File: src/rtl/mul_div_unit.sv
`default_nettype none
// ============================================================================
//  Module   : mul_div_unit
//  Purpose  : Iterative unsigned MUL/MULHU/DIVU/REMU unit with a one-cycle
//             register-file write request. Define MDU_EARLY_OUT_EN to let
//             multiplies finish as soon as the remaining multiplier is zero.
//  Revision : 1.0 - initial release
// ============================================================================
module mul_div_unit #(
    parameter int XLEN = 32
) (
    input  logic            clk,
    input  logic            rst_n,
    input  logic            start,
    input  logic [1:0]      op,
    input  logic [4:0]      rd_in,
    input  logic [XLEN-1:0] a,
    input  logic [XLEN-1:0] b,
    input  logic            flush,
    output logic            busy,
    output logic [4:0]      rd,
    output logic [XLEN-1:0] wd,
    output logic            we
);

    localparam int c_cnt_w = $clog2(XLEN);

    typedef enum logic [1:0] {
        S_IDLE = 2'd0,
        S_MUL  = 2'd1,
        S_DIV  = 2'd2,
        S_WB   = 2'd3
    } state_t;

    state_t                r_state;
    state_t                w_state_next;

    logic                  r_upper;      // MULHU / REMU select the second result
    logic [4:0]            r_rd_tgt;
    logic [2*XLEN-1:0]     r_a;          // zero-extended multiplicand, shifted left
    logic [XLEN-1:0]       r_b;          // multiplier (shifted) or divisor (static)
    logic [2*XLEN-1:0]     r_acc;
    logic [XLEN-1:0]       r_dvd;        // dividend shifting out, quotient shifting in
    logic [XLEN-1:0]       r_rem;
    logic [c_cnt_w-1:0]    r_cnt;
    logic [4:0]            r_rd;
    logic [XLEN-1:0]       r_wd;

    logic [2*XLEN-1:0]     w_acc_next;
    logic [XLEN-1:0]       w_b_next;
    logic                  w_last_iter;
    logic                  w_mul_done;
    logic                  w_div_zero;
    logic [XLEN:0]         w_rem_sh;
    logic [XLEN:0]         w_diff;
    logic                  w_ge;
    logic [XLEN-1:0]       w_rem_next;
    logic [XLEN-1:0]       w_dvd_next;

    assign w_acc_next  = r_b[0] ? (r_acc + r_a) : r_acc;
    assign w_b_next    = r_b >> 1;
    assign w_last_iter = (r_cnt == c_cnt_w'(XLEN - 1));
`ifdef MDU_EARLY_OUT_EN
    assign w_mul_done  = w_last_iter || (w_b_next == '0);
`else
    assign w_mul_done  = w_last_iter;
`endif
    assign w_div_zero  = (r_b == '0);

    // The shifted partial remainder needs one extra bit when the divisor is
    // above 2^(XLEN-1), otherwise its top bit would be lost before comparing.
    assign w_rem_sh    = {r_rem, r_dvd[XLEN-1]};
    assign w_diff      = w_rem_sh - {1'b0, r_b};
    assign w_ge        = (w_rem_sh >= {1'b0, r_b});
    assign w_rem_next  = w_ge ? w_diff[XLEN-1:0] : w_rem_sh[XLEN-1:0];
    assign w_dvd_next  = {r_dvd[XLEN-2:0], w_ge};

    always_ff @(posedge clk or negedge rst_n) begin
        if (!rst_n) begin
            r_state <= S_IDLE;
        end else begin
            r_state <= w_state_next;
        end
    end

    always_comb begin
        w_state_next = r_state;
        if (flush) begin
            w_state_next = S_IDLE;
        end else begin
            case (r_state)
                S_IDLE: begin
                    if (start) begin
                        w_state_next = op[1] ? S_DIV : S_MUL;
                    end
                end
                S_MUL: begin
                    if (w_mul_done) begin
                        w_state_next = S_WB;
                    end
                end
                S_DIV: begin
                    if (w_div_zero || w_last_iter) begin
                        w_state_next = S_WB;
                    end
                end
                S_WB: begin
                    w_state_next = S_IDLE;
                end
                default: begin
                    w_state_next = S_IDLE;
                end
            endcase
        end
    end

    always_ff @(posedge clk or negedge rst_n) begin
        if (!rst_n) begin
            r_upper  <= 1'b0;
            r_rd_tgt <= '0;
            r_a      <= '0;
            r_b      <= '0;
            r_acc    <= '0;
            r_dvd    <= '0;
            r_rem    <= '0;
            r_cnt    <= '0;
            r_rd     <= '0;
            r_wd     <= '0;
        end else if (!flush) begin
            case (r_state)
                S_IDLE: begin
                    if (start) begin
                        r_upper  <= op[0];
                        r_rd_tgt <= rd_in;
                        r_a      <= {{XLEN{1'b0}}, a};
                        r_b      <= b;
                        r_acc    <= '0;
                        r_dvd    <= a;
                        r_rem    <= '0;
                        r_cnt    <= '0;
                    end
                end
                S_MUL: begin
                    r_acc <= w_acc_next;
                    r_a   <= r_a << 1;
                    r_b   <= w_b_next;
                    r_cnt <= r_cnt + c_cnt_w'(1);
                    if (w_mul_done) begin
                        r_rd <= r_rd_tgt;
                        r_wd <= r_upper ? w_acc_next[2*XLEN-1:XLEN] : w_acc_next[XLEN-1:0];
                    end
                end
                S_DIV: begin
                    if (w_div_zero) begin
                        r_rd <= r_rd_tgt;
                        r_wd <= r_upper ? r_dvd : {XLEN{1'b1}};
                    end else begin
                        r_rem <= w_rem_next;
                        r_dvd <= w_dvd_next;
                        r_cnt <= r_cnt + c_cnt_w'(1);
                        if (w_last_iter) begin
                            r_rd <= r_rd_tgt;
                            r_wd <= r_upper ? w_rem_next : w_dvd_next;
                        end
                    end
                end
                default: begin
                end
            endcase
        end
    end

    // A flush arriving during WB suppresses the write as well.
    assign we   = (r_state == S_WB) && (r_rd != 5'd0) && !flush;
    assign busy = (r_state != S_IDLE);
    assign rd   = r_rd;
    assign wd   = r_wd;

endmodule
`default_nettype wire

File: config.mk
export PLATFORM = sky130hd
export DESIGN_NAME = mul_div_unit
export DESIGN_NICKNAME = d
export VERILOG_FILES = /design/src/rtl/mul_div_unit.sv
export SDC_FILE = /design/constraint.sdc
export NUM_CORES = 1
export LEC_CHECK = 0
export BUFFER_PORTS_ARGS = -buffer_cell sky130_fd_sc_hd__buf_2
export CAP_MARGIN = 20
export CORE_UTILIZATION = 57
export DETAILED_ROUTE_END_ITERATION = 6
export PLACE_DENSITY = 0.78
export SYNTH_ARGS = -nofsm -noshare
export SYNTH_HDL_FRONTEND = slang
export SYNTH_SLANG_ARGS = --single-unit
File: constraint.sdc
create_clock -name clk -period 3.6 [get_ports clk]
set_clock_uncertainty 0.1 [all_clocks]
set_input_delay 0.18 -clock clk [delete_from_list [all_inputs] [get_ports clk]]
set_output_delay 0.18 -clock clk [all_outputs]
set_load 0.005 [all_outputs]
== Word level (Yosys, flattened, before mapping) ==
Index checks and enable logic that the tools add are counted.
Operators by class
  $add $sub $neg: 3
  $mul: 0
  divide/modulo/power cells: 0
  magnitude comparators: 1
  equal/unequal tests: 11
  shift operators: 0
  multiplexer cells: 33
  bitwise gates (word level): 1
  reductions and logical operators: 19
Operator list (count)
  two-way mux 32 bit: 12
  one-hot mux 32 bit (2 select lines): 4
  one-hot mux 64 bit (2 select lines): 2
  two-way mux 64 bit: 3
  adder 64 bit: 1
  >= comparator 33 x 32 -> 1 bit: 1
  zero test 32 bit: 1
  subtractor 32 bit: 1
  two-way mux 5 bit: 4
  one-hot mux 5 bit (3 select lines): 1
  inequality test 3 bit (second input constant): 4
  AND reduction 4 bit: 3
  two-way mux 2 bit: 5
  one-hot mux 5 bit (2 select lines): 1
  AND reduction 3 bit: 3
  one-hot mux 2 bit (4 select lines): 1
  nonzero test 2 bit: 4
  inequality test 2 bit (second input constant): 3
  adder 5 x 1 -> 5 bit (second input constant): 1
  == test 5 bit (second input constant): 1
  nonzero test 5 bit: 1
  == test 2 bit (second input constant): 2
  nonzero test 3 bit: 1
  == test 2 x 1 -> 1 bit (second input constant): 1
  other kinds (6): 7
Storage, ports and cells
  register bits: 274
  bits in latches: 0
  RAM bits: 0
  memory bits (read-only): 0
  input port bits: 75
  output and inout bits: 39
  logic and storage cells: 79
  memories: 0

== Logic depth before layout (Yosys ltp) ==
Gate-level depths: netlist (run 1).
  word-level depth: 6
  gate-level depth with buffers: 17
  mapped depth without buffers: 15

== Worst setup path before layout (run 1) ==
OpenSTA, ideal clock, no wires.
  path type: reg2reg
  from: register r_dvd[31]
  to: register r_wd[26], in the netlist wd[26]
  library setup time: 126 ps
  data arrival time: 3308 ps
  data required time: 3374 ps
  slack: 66 ps
  cell stages (with the launch flop): 16
  buffers on the path: 0
  cell sequence: dfrtp_1 -> inv_1 -> ha_1 -> inv_1 -> fa_1 -> a211o_1 -> a211o_1 -> a31oi_4 -> o31a_2 -> a21oi_1 -> a221o_1 -> xor2_1 -> mux2i_1 -> a21oi_1 -> o221a_1 -> a221o_1
Between the ends
  word-level cells in the longest chain between the ends: 6
RTL lines
  from (decl): RTL line 43  | logic [XLEN-1:0] r_dvd;
  from (signal assigned): RTL line 159  | r_dvd <= w_dvd_next;
  subtractor 32 bit / >= comparator 33 x 32 -> 1 bit (equally long branches): RTL line 73, 74
  two-way mux 32 bit (*): RTL line 75  | assign w_rem_next = w_ge ? w_diff[XLEN-1:0] : w_rem_sh[XLEN-1:0];
  two-way mux 32 bit (*): RTL line 163  | r_wd <= r_upper ? w_rem_next : w_dvd_next;
  two-way mux 32 bit (*): RTL line 161  | if (w_last_iter) begin
  two-way mux 32 bit (*): RTL line 154  | if (w_div_zero) begin
  one-hot mux 32 bit (2 select lines) (*): RTL line 130  | case (r_state)
  to (signal assigned): RTL line 150  | r_wd <= r_upper ? w_acc_next[2*XLEN-1:XLEN] : w_acc_next[XLEN-1:0];
  to (signal assigned): RTL line 156  | r_wd <= r_upper ? r_dvd : {XLEN{1'b1}};
  to (signal assigned): RTL line 163
  to (decl): RTL line 47  | logic [XLEN-1:0] r_wd;
Mark *: on every way between the ends. The rest lies on a longest branch, timed or not. The select of a mux whose other input is x is not followed.
A chain may end at the register's enable or synchronous reset.

== Final worst setup path (run 1) ==
  from: register r_b[1]
  to: register r_wd[7], in the netlist wd[7]
Between the ends
  word-level cells in the longest chain between the ends: 6
RTL lines
  from (decl): RTL line 41  | logic [XLEN-1:0] r_b;
  from (signal assigned): RTL line 146  | r_b <= w_b_next;
  subtractor 32 bit / >= comparator 33 x 32 -> 1 bit (equally long branches): RTL line 73, 74
  two-way mux 32 bit: RTL line 75
  two-way mux 32 bit: RTL line 163
  two-way mux 32 bit: RTL line 161
  two-way mux 32 bit: RTL line 154
  one-hot mux 32 bit (2 select lines): RTL line 130
Several ways; a longest one is shown, not always the timed one. The select of a mux whose other input is x is not followed.

==> impl_metrics.json, run 1 <==
{
  "io_pins": 114,
  "seqPwrFrac_pct": 26.4,
  "synth_top_flop_cell": "dfrtp_1",
  "status": "complete, but fails checks",
  "critical-path-top-delay-family": "compound AO/OA/AOI/OAI gates",
  "drc": 9,
  "dieArea_sq_um": 34700,
  "crit_arrival_ns": 4.12,
  "power_per_cell_area_nw_per_um2": 773,
  "rsz0062_at_grt": "yes",
  "crit_slowest_cell": "dfrtp_1",
  "place_inst": 2998,
  "layout_common_cells": "buf_4, nand2_1, dfrtp_1",
  "grt_pass1_vias": 19300,
  "grt_pass1_wl_mm": 110,
  "power_leakage_uw": 0.0120,
  "layout-drive-gt1-share_pct": 24.9,
  "grt_max_degree": 78,
  "synth_area_leaders": "dfrtp_1, mux2i_1, ha_1",
  "chipWidth_microns": 186,
  "switching_share_pct": 45.0,
  "pwr-share-clk_pct": 17.8,
  "path_buf_inv": 3,
  "period_minus_slack_ns": 3.73,
  "clkLatencyLatePin_ns": 0.61,
  "hpwl_mm": 52.7,
  "crit_path_cell_trace": "inv_2 > ha_1 > nor2b_1 > o31a_1 > o31ai_4 > a31oi_2 > a31o_2 > a211oi_2 > o211a_4 > buf_12 > mux2i_1 > buf_4 > a21oi_1 > o221a_2 > a221o_1",
  "path_clk_slew_ns": 0.07,
  "area_growth_pct": 30.0,
  "slew_violations": 0,
  "yosys_warnings": 0,
  "criticalPathCategory": "flop to flop",
  "cp.required_ns": 3.99,
  "cts_max_path_buffers": 3,
  "final.setup.worst_slack_ns": -0.129,
  "layout.cells.non_filler": 3161,
  "path_max_fanout": 5,
  "ir_drop_uv": 605,
  "antenna_found_initial": 1,
  "nets": 2866,
  "comb_power_share_pct": 55.9,
  "crit_path_start_kind": "flop",
  "cts_root_buffer": "clkbuf_16",
  "syn_area_sq_um": 19300,
  "port_buffers": 113,
  "synth_edf_count": 0,
  "syn_inst": 2245,
  "async_flop_share_pct": 100,
  "grt_usage_pct": 41.9,
  "power.switching_uw": 8750,
  "hp-class": "primary input to asynchronous set/reset pin",
  "cp_slowest_stage_delay_ns": 0.37,
  "initial_core_util_pct": 57.8,
  "slew_headroom_pct": 39.7,
  "dr.first_iter.drc_count": 2312,
  "nFillCells": 2351,
  "synth_area_leader_cell": "dfrtp_1",
  "vias": 20400,
  "ant_nets": 0,
  "synth.avg_cell_area_sq_um": 8.61,
  "final_common_cell": "buf_4",
  "fin_crit_sh_pct": 104,
  "cts_tree": "yes",
  "seq_area_frac_synth_pct": 35.5,
  "synth_seq_cells": 274,
  "synth_cell_types": 87,
  "drt-pass1-iter-count": 7,
  "cts_buffers": 31,
  "numClockSinks": 274,
  "cts.htree.levels": 1,
  "hold_viol_final": 0,
  "fmax_ghz": 0.268,
  "setup_violations": 11,
  "overflow": 0,
  "tightest_slew_ns": 0.905,
  "rows": 67,
  "gp_congestion": 1.08,
  "endpoint_kind": "flop",
  "core-area_sq_um": 33400,
  "vias_per_cell": 6.45,
  "routedWlPerCell_microns": 23.3,
  "p_int_uw": 10700,
  "routed_wl_mm": 73.5,
  "synth_top_area_share_pct": 35.5,
  "cap_violations": 0,
  "hold-worst-slack_ns": 0.0294,
  "die_y_microns": 186,
  "violations": "design-rule violations, negative setup slack",
  "synth_fp_nets": 2424
}
==> per-stage QoR <==
stage | worst slack, ns | TNS (ns) | area, sq um | utilization (%) | power (uW)
global route | -0.232 | -2.60 | 25100 | 75.2 | 20300
CTS | -0.0778 | -0.173 | 24600 | 73.6 | 18500
detailed placement | -0.285 | -2.74 | 22400 | 66.9 | 14700
global placement | -0.202 | -0.992 | 22400 | 66.9 | 14400
floorplan | 0.0657 | 0 | 19300 | - | 10300
finish | -0.129 | -0.562 | 25100 | 75.2 | 19400
==> worst reg2reg max path: stages, from the launching register on <==
cell and delay [ns]:
dfrtp_1 0.37, inv_2 0.06, ha_1 0.31, nor2b_1 0.16, o31a_1 0.29, o31ai_4 0.29, a31oi_2 0.16, a31o_2 0.25
a211oi_2 0.21, o211a_4 0.27, buf_12 0.15, mux2i_1 0.24, buf_4 0.18, a21oi_1 0.07, o221a_2 0.25, a221o_1 0.27
==> final timing paths <==
kind                                     startpoint  depth (start not counted)                      end  slack [ns]
worst max-delay path             r_b[1]$_DFFE_PN0P_                         15        wd[7]$_DFFE_PN0P_       -0.13
worst min-delay path                          rst_n                          2      r_b[14]$_DFFE_PN0P_        0.03
worst max register to register   r_b[1]$_DFFE_PN0P_                         15        wd[7]$_DFFE_PN0P_       -0.13
worst min register to register  r_a[51]$_DFFE_PN0P_                          2      r_a[52]$_DFFE_PN0P_        0.40
max in group asynchronous                     rst_n                          3     r_cnt[2]$_DFFE_PN0P_        2.42
min in group clk                              start                          6  r_rd_tgt[2]$_DFFE_PN0P_        0.04
==> timing repair <==
action | in CTS | in global routing
setup endpoints to repair | 27 | 38
hold endpoints to repair | 301 | 0
cloned | 2 | 0
setup buffers | 19 | 11
hold buffers | 76 | 0
pin swaps | 31 | 49
resized for setup | 42 | 87
==> power groups by stage <==
| stage | logic [uW] | clock network (uW) | registers [uW] |
|---|---|---|---|
| final | 10800 | 3460 | 5120 |
| after global routing | 11600 | 3580 | 5130 |
| after CTS | 10100 | 3460 | 4970 |
| after detailed placement | 9720 | 0 | 5000 |
| after global placement | 9490 | 0 | 4960 |
| after floorplan | 5760 | 0 | 4580 |
==> layout make-up <==
| class | count | area (sq um) | share of cell area [%] |
|---|---|---|---|
| multi-input combinational | 1761 | 12100 | 48.3 |
| clock inverter | 18 | 244 | 0.971 |
| clock buffer | 40 | 860 | 3.42 |
| tap | 448 | 561 | 2.23 |
| inverter | 68 | 255 | 1.02 |
| timing repair buffer | 551 | 4210 | 16.8 |
| antenna | 1 | 2.50 | 0.00995 |
| sequential | 274 | 6860 | 27.3 |
==> logic make-up (layout without fill, tap and decap cells) <==
| group | after synthesis | count (layout) | share of synthesized area (%) |
|---|---|---|---|
| AO/OA/AOI/OAI | 734 | 734 | 24.5 |
| AND/OR/NAND/NOR | 684 | 684 | 15.7 |
| flip-flops | 274 | 274 | 35.5 |
| buffers and inverters | 210 | 677 | 5.22 |
| multiplexers | 158 | 158 | 8.65 |
| adder cells (fa/ha/maj) | 104 | 104 | 6.81 |
| XOR/XNOR | 81 | 81 | 3.67 |
| other | 0 | 1 | 0 |
==> routing by layer <==
metal	part of all wire, %	track usage [%]	up-vias
met3	11	8.33	269
met1	39	54.9	9801
li1	-	-	9065
met4	5.7	21.3	0
met5	0	0	-
met2	45	66.2	1252
==> sequential cells by signal, indices dropped and copies added, names as in the netlist <==
register and count:
r_a 64, r_acc 64, r_b 32, r_dvd 32, r_rem 32, wd 32
r_cnt 5, r_rd_tgt 5, rd 5, r_state 2, r_upper 1
==> cells in the mapped netlist (all sizes together), types with 31 or more instances <==
library cell	number
nand3	69
nand2	283
a21oi	205
clkbuf	113
xor2	31
a22o	44
dfrtp	274
inv	67
o21ai	204
ha	102
mux2i	139
nand4	31
xnor2	50
nor2	188
a21o	54
Note: power is estimated with default switching activity, not from simulation.
==> inputs of run 2 (changes only) <==
- CELL_PAD_IN_SITES_DETAIL_PLACEMENT: not set -> 1
- CELL_PAD_IN_SITES_GLOBAL_PLACEMENT: not set -> 2
- CORE_UTILIZATION: 57 -> 35
- PLACE_DENSITY: 0.78 -> not set
- PLACE_DENSITY_LB_ADDON: not set -> 0.1
==> run 2 against run 1 <==
Compared with the run above: the flow finishes with violations (negative setup slack); final area grew 3.5%; register-to-register slack gained 0.04 ns; critical path type unchanged; largest power group unchanged; sequential power grew 1%; sequential cell count is the same; setup slack gained 0.038 ns; critical path depth is the same; total power grew 4.8%; die area grew 62%; utilization shrank 27 points; clock power grew 10%; non-clock buffer count grew 48.
==> impl_metrics.json, run 2 (same netlist as run 1, synthesis figures left out) <==
{
  "slew_violations": 0,
  "overflow": 0,
  "cts.htree.levels": 2,
  "rsz0062_at_grt": "yes",
  "cap_violations": 0,
  "routedWlPerCell_microns": 24.7,
  "violations": "negative setup slack",
  "path_max_fanout": 3,
  "vias": 19700,
  "chipWidth_microns": 237,
  "layout_common_cells": "buf_4, nand2_1, dfrtp_1",
  "criticalPathCategory": "flop to flop",
  "antenna_found_initial": 2,
  "grt_usage_pct": 30.7,
  "period_minus_slack_ns": 3.69,
  "routed_wl_mm": 85.5,
  "fmax_ghz": 0.271,
  "endpoint_kind": "flop",
  "cts_buffers": 37,
  "io_pins": 114,
  "cts_max_path_buffers": 3,
  "cp.required_ns": 3.94,
  "core-area_sq_um": 54200,
  "path_clk_slew_ns": 0.06,
  "r2r_start": "r_dvd[31]$_DFFE_PN0P_",
  "hold_viol_final": 0,
  "drt-pass1-iter-count": 5,
  "gp_congestion": 0.935,
  "nets": 2920,
  "ant_nets": 0,
  "slew_headroom_pct": 50.8,
  "dieArea_sq_um": 56200,
  "final_util_pct": 48.0,
  "dr.first_iter.drc_count": 1199,
  "area_growth_pct": 34.5,
  "reg2reg_slack_ns": -0.09,
  "initial_core_util_pct": 35.7,
  "setup_violations": 4,
  "status": "complete, but fails checks",
  "grt_pass1_wl_mm": 131,
  "layout-drive-gt1-share_pct": 26.7,
  "tightest_slew_ns": 0.738,
  "power_per_cell_area_nw_per_um2": 782,
  "grt_pass1_vias": 20900,
  "r2r-end": "wd[20]$_DFFE_PN0P_",
  "crit_arrival_ns": 4.03,
  "final_common_cell": "buf_4",
  "vias_per_cell": 5.69,
  "antennaDiodeCount": 0,
  "grt_max_degree": 96,
  "reg.largest.list": "r_a: 64 flops, r_acc: 64 flops",
  "clkLatencyLatePin_ns": 0.57,
  "rows": 85,
  "die_y_microns": 237,
  "nFillCells": 6299,
  "hp-class": "primary input to asynchronous set/reset pin",
  "drc": 0,
  "power_leakage_uw": 0.0123,
  "fin_crit_sh_pct": 103,
  "numClockSinks": 274,
  "crit_path_start_kind": "flop",
  "port_buffers": 113,
  "hpwl_mm": 65.8,
  "cts_tree": "yes",
  "reg2regPathDepth": 15,
  "ir_drop_uv": 411,
  "cts_root_buffer": "clkbuf_16",
  "power_uw": 20300,
  "final.setup.worst_slack_ns": -0.0909
}
==> run 2: cell types whose count changed in the layout (fill, tap and decap cells not counted), sizes merged <==
cell,change
buf,+44
clkbuf,+19
clkinvlp,-6
dlygate4sd3,+4
bufinv,-3
diode,-1
==> run 2: how the worst max path moves through the flow <==
| stage | cells after the start | from | slack, ns | end |
|---|---|---|---|---|
| 6_report | 15 | r_dvd[31]$_DFFE_PN0P_ | -0.09 | wd[20]$_DFFE_PN0P_ |
| 5_1_grt | 15 | r_dvd[31]$_DFFE_PN0P_ | -0.24 | wd[20]$_DFFE_PN0P_ |
| 4_1_cts | 15 | r_dvd[31]$_DFFE_PN0P_ | -0.14 | wd[20]$_DFFE_PN0P_ |
| 3_5_place_dp | 14 | r_b[1]$_DFFE_PN0P_ | -0.35 | wd[18]$_DFFE_PN0P_ |
| 3_3_place_gp | 14 | r_a[20]$_DFFE_PN0P_ | -0.31 | wd[31]$_DFFE_PN0P_ |
| 2_1_floorplan | 15 | r_dvd[31]$_DFFE_PN0P_ | 0.07 | wd[26]$_DFFE_PN0P_ |
==> run 2: final cells by class <==
type / instances / area, sq um / share of cell area, %
multi-input cells: 1761 / 12200 / 47.0
clock buffers: 59 / 1130 / 4.35
clock inverters: 9 / 101 / 0.390
repair buffers: 599 / 4570 / 17.6
flip-flops and latches: 274 / 6860 / 26.4
inverters: 68 / 255 / 0.981
well taps: 696 / 871 / 3.35
==> run 2: power by group <==
part,switching [uW],leakage [uW],internal [uW]
registers,1230,0.00348,3950
clock network,1520,0.000605,2300
logic,6400,0.00821,4960
total,9140,0.0123,11200
==> run 2: timing repair <==
item                                    CTS  global route
hold endpoints to repair                166             0
endpoints found under the setup margin   38            42
gates resized for setup                  65            83
setup buffers                            16            10
hold buffers                             80             0
pin swaps                                42            48
==> run 2: routing by layer <==
layer  GRT usage, %  vias up  share of wire [%]  wire length (microns)
met5              0        -                  0                      0
met4           10.9        0                3.9                   3350
met3           3.58      147                4.5                   3850
met2           51.3      461                 47                  40400
met1           40.9     9940                 44                  37900
li1               -     9169                  -                      -
==> run 2: through the flow <==
stage	setup TNS (ns)	instance area (sq um)	hold slack [ns]	setup WS, ns	instances
final	-0.197	26000	0.0567	-0.0909	3466
after floorplan	0	19300	-0.216	0.0657	2245
after detailed placement	-4.86	23100	0.0844	-0.348	3294
after global routing	-2.17	26000	0.109	-0.243	3466
after global placement	-3.18	23100	0.0788	-0.306	3294
after CTS	-0.482	25500	0.0466	-0.141	3458
==> run 2: critical path, stage by stage (launching register included) <==
cell      delay, ns
dfrtp_1        0.38
inv_2          0.08
ha_4           0.13
inv_2          0.04
fa_2           0.34
a211o_1        0.28
a211o_1        0.34
a21oi_2        0.18
nor4_1         0.06
or4_4          0.44
a221oi_4       0.29
xor2_1         0.21
nor2_1         0.07
a21oi_2        0.17
a31oi_2        0.13
o32a_1         0.32
==> inputs of run 3 (changes only) <==
==> constraint.sdc (replaced) <==
create_clock -name clk -period 3.6 [get_ports clk]
set_clock_uncertainty 0.1 [all_clocks]
set_input_delay 0.72 -clock clk [delete_from_list [all_inputs] [get_ports clk]]
set_output_delay 0.72 -clock clk [all_outputs]
set_load 0.005 [all_outputs]
==> run 3 against run 2 <==
Compared with the run above: the flow still finishes with violations (negative setup slack); via count down 1.2%; fmax fell by 1.4%; global-route usage down 0.85 points; register-to-register slack worse by 0.05 ns; count of clock-buffer cells in the layout down 3; die area stayed put; wire length down 1.5%; highest routed layer is now met5; critical path depth stayed put.
==> impl_metrics.json, run 3 (same netlist as run 1, synthesis figures left out) <==
{
  "status": "complete, but fails checks",
  "violations": "negative setup slack",
  "layout-drive-gt1-share_pct": 27.8,
  "routed_wl_mm": 84.3,
  "hold_viol_final": 0,
  "hpwl_mm": 65.8,
  "drc": 0,
  "vias_per_cell": 5.74,
  "cts.htree.levels": 2,
  "cts_tree": "yes",
  "route.met2.wl_mm": 39.7,
  "die_y_microns": 237,
  "port_buffers": 113,
  "grt_max_degree": 81,
  "power_uw": 20300,
  "fmax_ghz": 0.267,
  "slew_violations": 0,
  "slew_headroom_pct": 42.8,
  "fin_area_sq_um": 25300,
  "met1_length_mm": 37.7,
  "place_inst": 3301,
  "io_pins": 114,
  "chipWidth_microns": 237,
  "period_minus_slack_ns": 3.74,
  "placed_cell_area_sq_um": 23100,
  "path_clk_slew_ns": 0.06,
  "dr.first_iter.drc_count": 1386,
  "fin_crit_sh_pct": 104,
  "overflow": 0,
  "layout_common_cells": "buf_4, nand2_1, dfrtp_1",
  "rsz0062_at_grt": "yes",
  "grt_pass1_wl_mm": 127,
  "grt_pass1_vias": 20000,
  "power_per_cell_area_nw_per_um2": 802,
  "top_layer": "met5",
  "criticalPathCategory": "flop to flop",
  "tightest_slew_ns": 0.858,
  "cts_max_path_buffers": 3,
  "routedWlPerCell_microns": 24.8,
  "grt_usage_pct": 29.9,
  "cts_buffers": 37,
  "area_growth_pct": 30.8,
  "cts_root_buffer": "clkbuf_16",
  "layout.cells.non_filler": 3391,
  "rows": 85,
  "crit_arrival_ns": 4.08,
  "power_leakage_uw": 0.0121,
  "setup-tns-final_ns": -0.455,
  "antenna_found_initial": 3,
  "clkLatencyLatePin_ns": 0.57,
  "final_util_pct": 46.6,
  "hp-class": "primary input to flop",
  "reg.largest.list": "r_a: 64 flops, r_acc: 64 flops",
  "path_max_fanout": 3,
  "cap_violations": 0,
  "vias": 19500,
  "endpoint_kind": "flop",
  "antennaDiodeCount": 0,
  "final_common_cell": "buf_4",
  "core-area_sq_um": 54200,
  "ir_drop_uv": 521,
  "final.setup.worst_slack_ns": -0.145,
  "numClockSinks": 274,
  "nets": 2845,
  "dieArea_sq_um": 56200,
  "wl_met3_mm": 4.28,
  "crit_path_start_kind": "flop",
  "initial_core_util_pct": 35.7,
  "ant_nets": 0,
  "drt-pass1-iter-count": 5,
  "gp_congestion": 0.915,
  "cp.required_ns": 3.94,
  "setup_violations": 10
}
==> run 3: cell types whose count changed in the layout (fill, tap and decap cells not counted), moves of 3 or more <==
cell | before | now
buf_6 | 4 | 8
dfrtp_1 | 268 | 271
dfrtp_2 | 6 | 3
dlygate4sd3_1 | 80 | 1
nand2_1 | 278 | 275
nand2_2 | 4 | 7
==> run 3: worst paths after layout <==
kind	startpoint	endpoint	slack, ns	cells after the start
worst min register to register	r_rd_tgt[1]$_DFFE_PN0P_	r_rd_tgt[1]$_DFFE_PN0P_	0.38	2
min in group asynchronous	rst_n	r_b[20]$_DFFE_PN0P_	0.60	2
max in group asynchronous	rst_n	r_upper$_DFFE_PN0P_	1.97	3
worst max register to register	r_dvd[31]$_DFFE_PN0P_	wd[20]$_DFFE_PN0P_	-0.14	15
worst max-delay path	r_dvd[31]$_DFFE_PN0P_	wd[20]$_DFFE_PN0P_	-0.14	15
worst min-delay path	rd_in[3]	r_rd_tgt[3]$_DFFE_PN0P_	0.24	3
==> run 3: worst max-delay path, cell delays in order (launching register included) <==
cell      delay, ns
dfrtp_1        0.38
inv_2          0.08
ha_4           0.13
inv_2          0.03
fa_2           0.34
a211o_1        0.28
a211o_1        0.34
a21oi_2        0.20
nor4_2         0.05
or4_4          0.45
a221oi_4       0.29
xor2_1         0.22
nor2_1         0.09
a21oi_2        0.16
a31oi_2        0.15
o32a_1         0.33
==> run 3: cell type report <==
class	instances	area, sq um
clock inverter	12	166
inverter	68	255
multi-input combinational	1761	12200
fill	6375	28900
timing repair buffer	524	3810
tap	696	871
sequential	274	6860
clock buffer	56	1110
==> run 3: stage by stage <==
stage,hold WS (ns),setup slack (ns)
after floorplan,0.324,0.0657
after global placement,0.354,-0.385
after detailed placement,0.375,-0.403
after CTS,0.216,-0.191
after global routing,0.254,-0.275
final,0.235,-0.145
==> run 3: repair_timing <==
action / CTS / global route
resized for setup: 76 / 70
buffers inserted: 14 / 12
hold buffers: 1 / 0
endpoints found under the setup margin: 35 / 40
endpoints found under the hold margin: 21 / 0
pin swaps: 45 / 44
==> run 3: per-layer routing <==
layer / global-route usage (%) / vias up
li1: - / 9023
met1: 40.8 / 9839
met2: 49.4 / 493
met3: 3.39 / 118
met4: 9.13 / 4
met5: 0 / -
==> run 3: report_power, final <==
part | switching, uW | internal [uW] | total (uW)
Combinational | 6370 | 4840 | 11200
Sequential | 1180 | 3950 | 5140
Clock | 1530 | 2420 | 3940
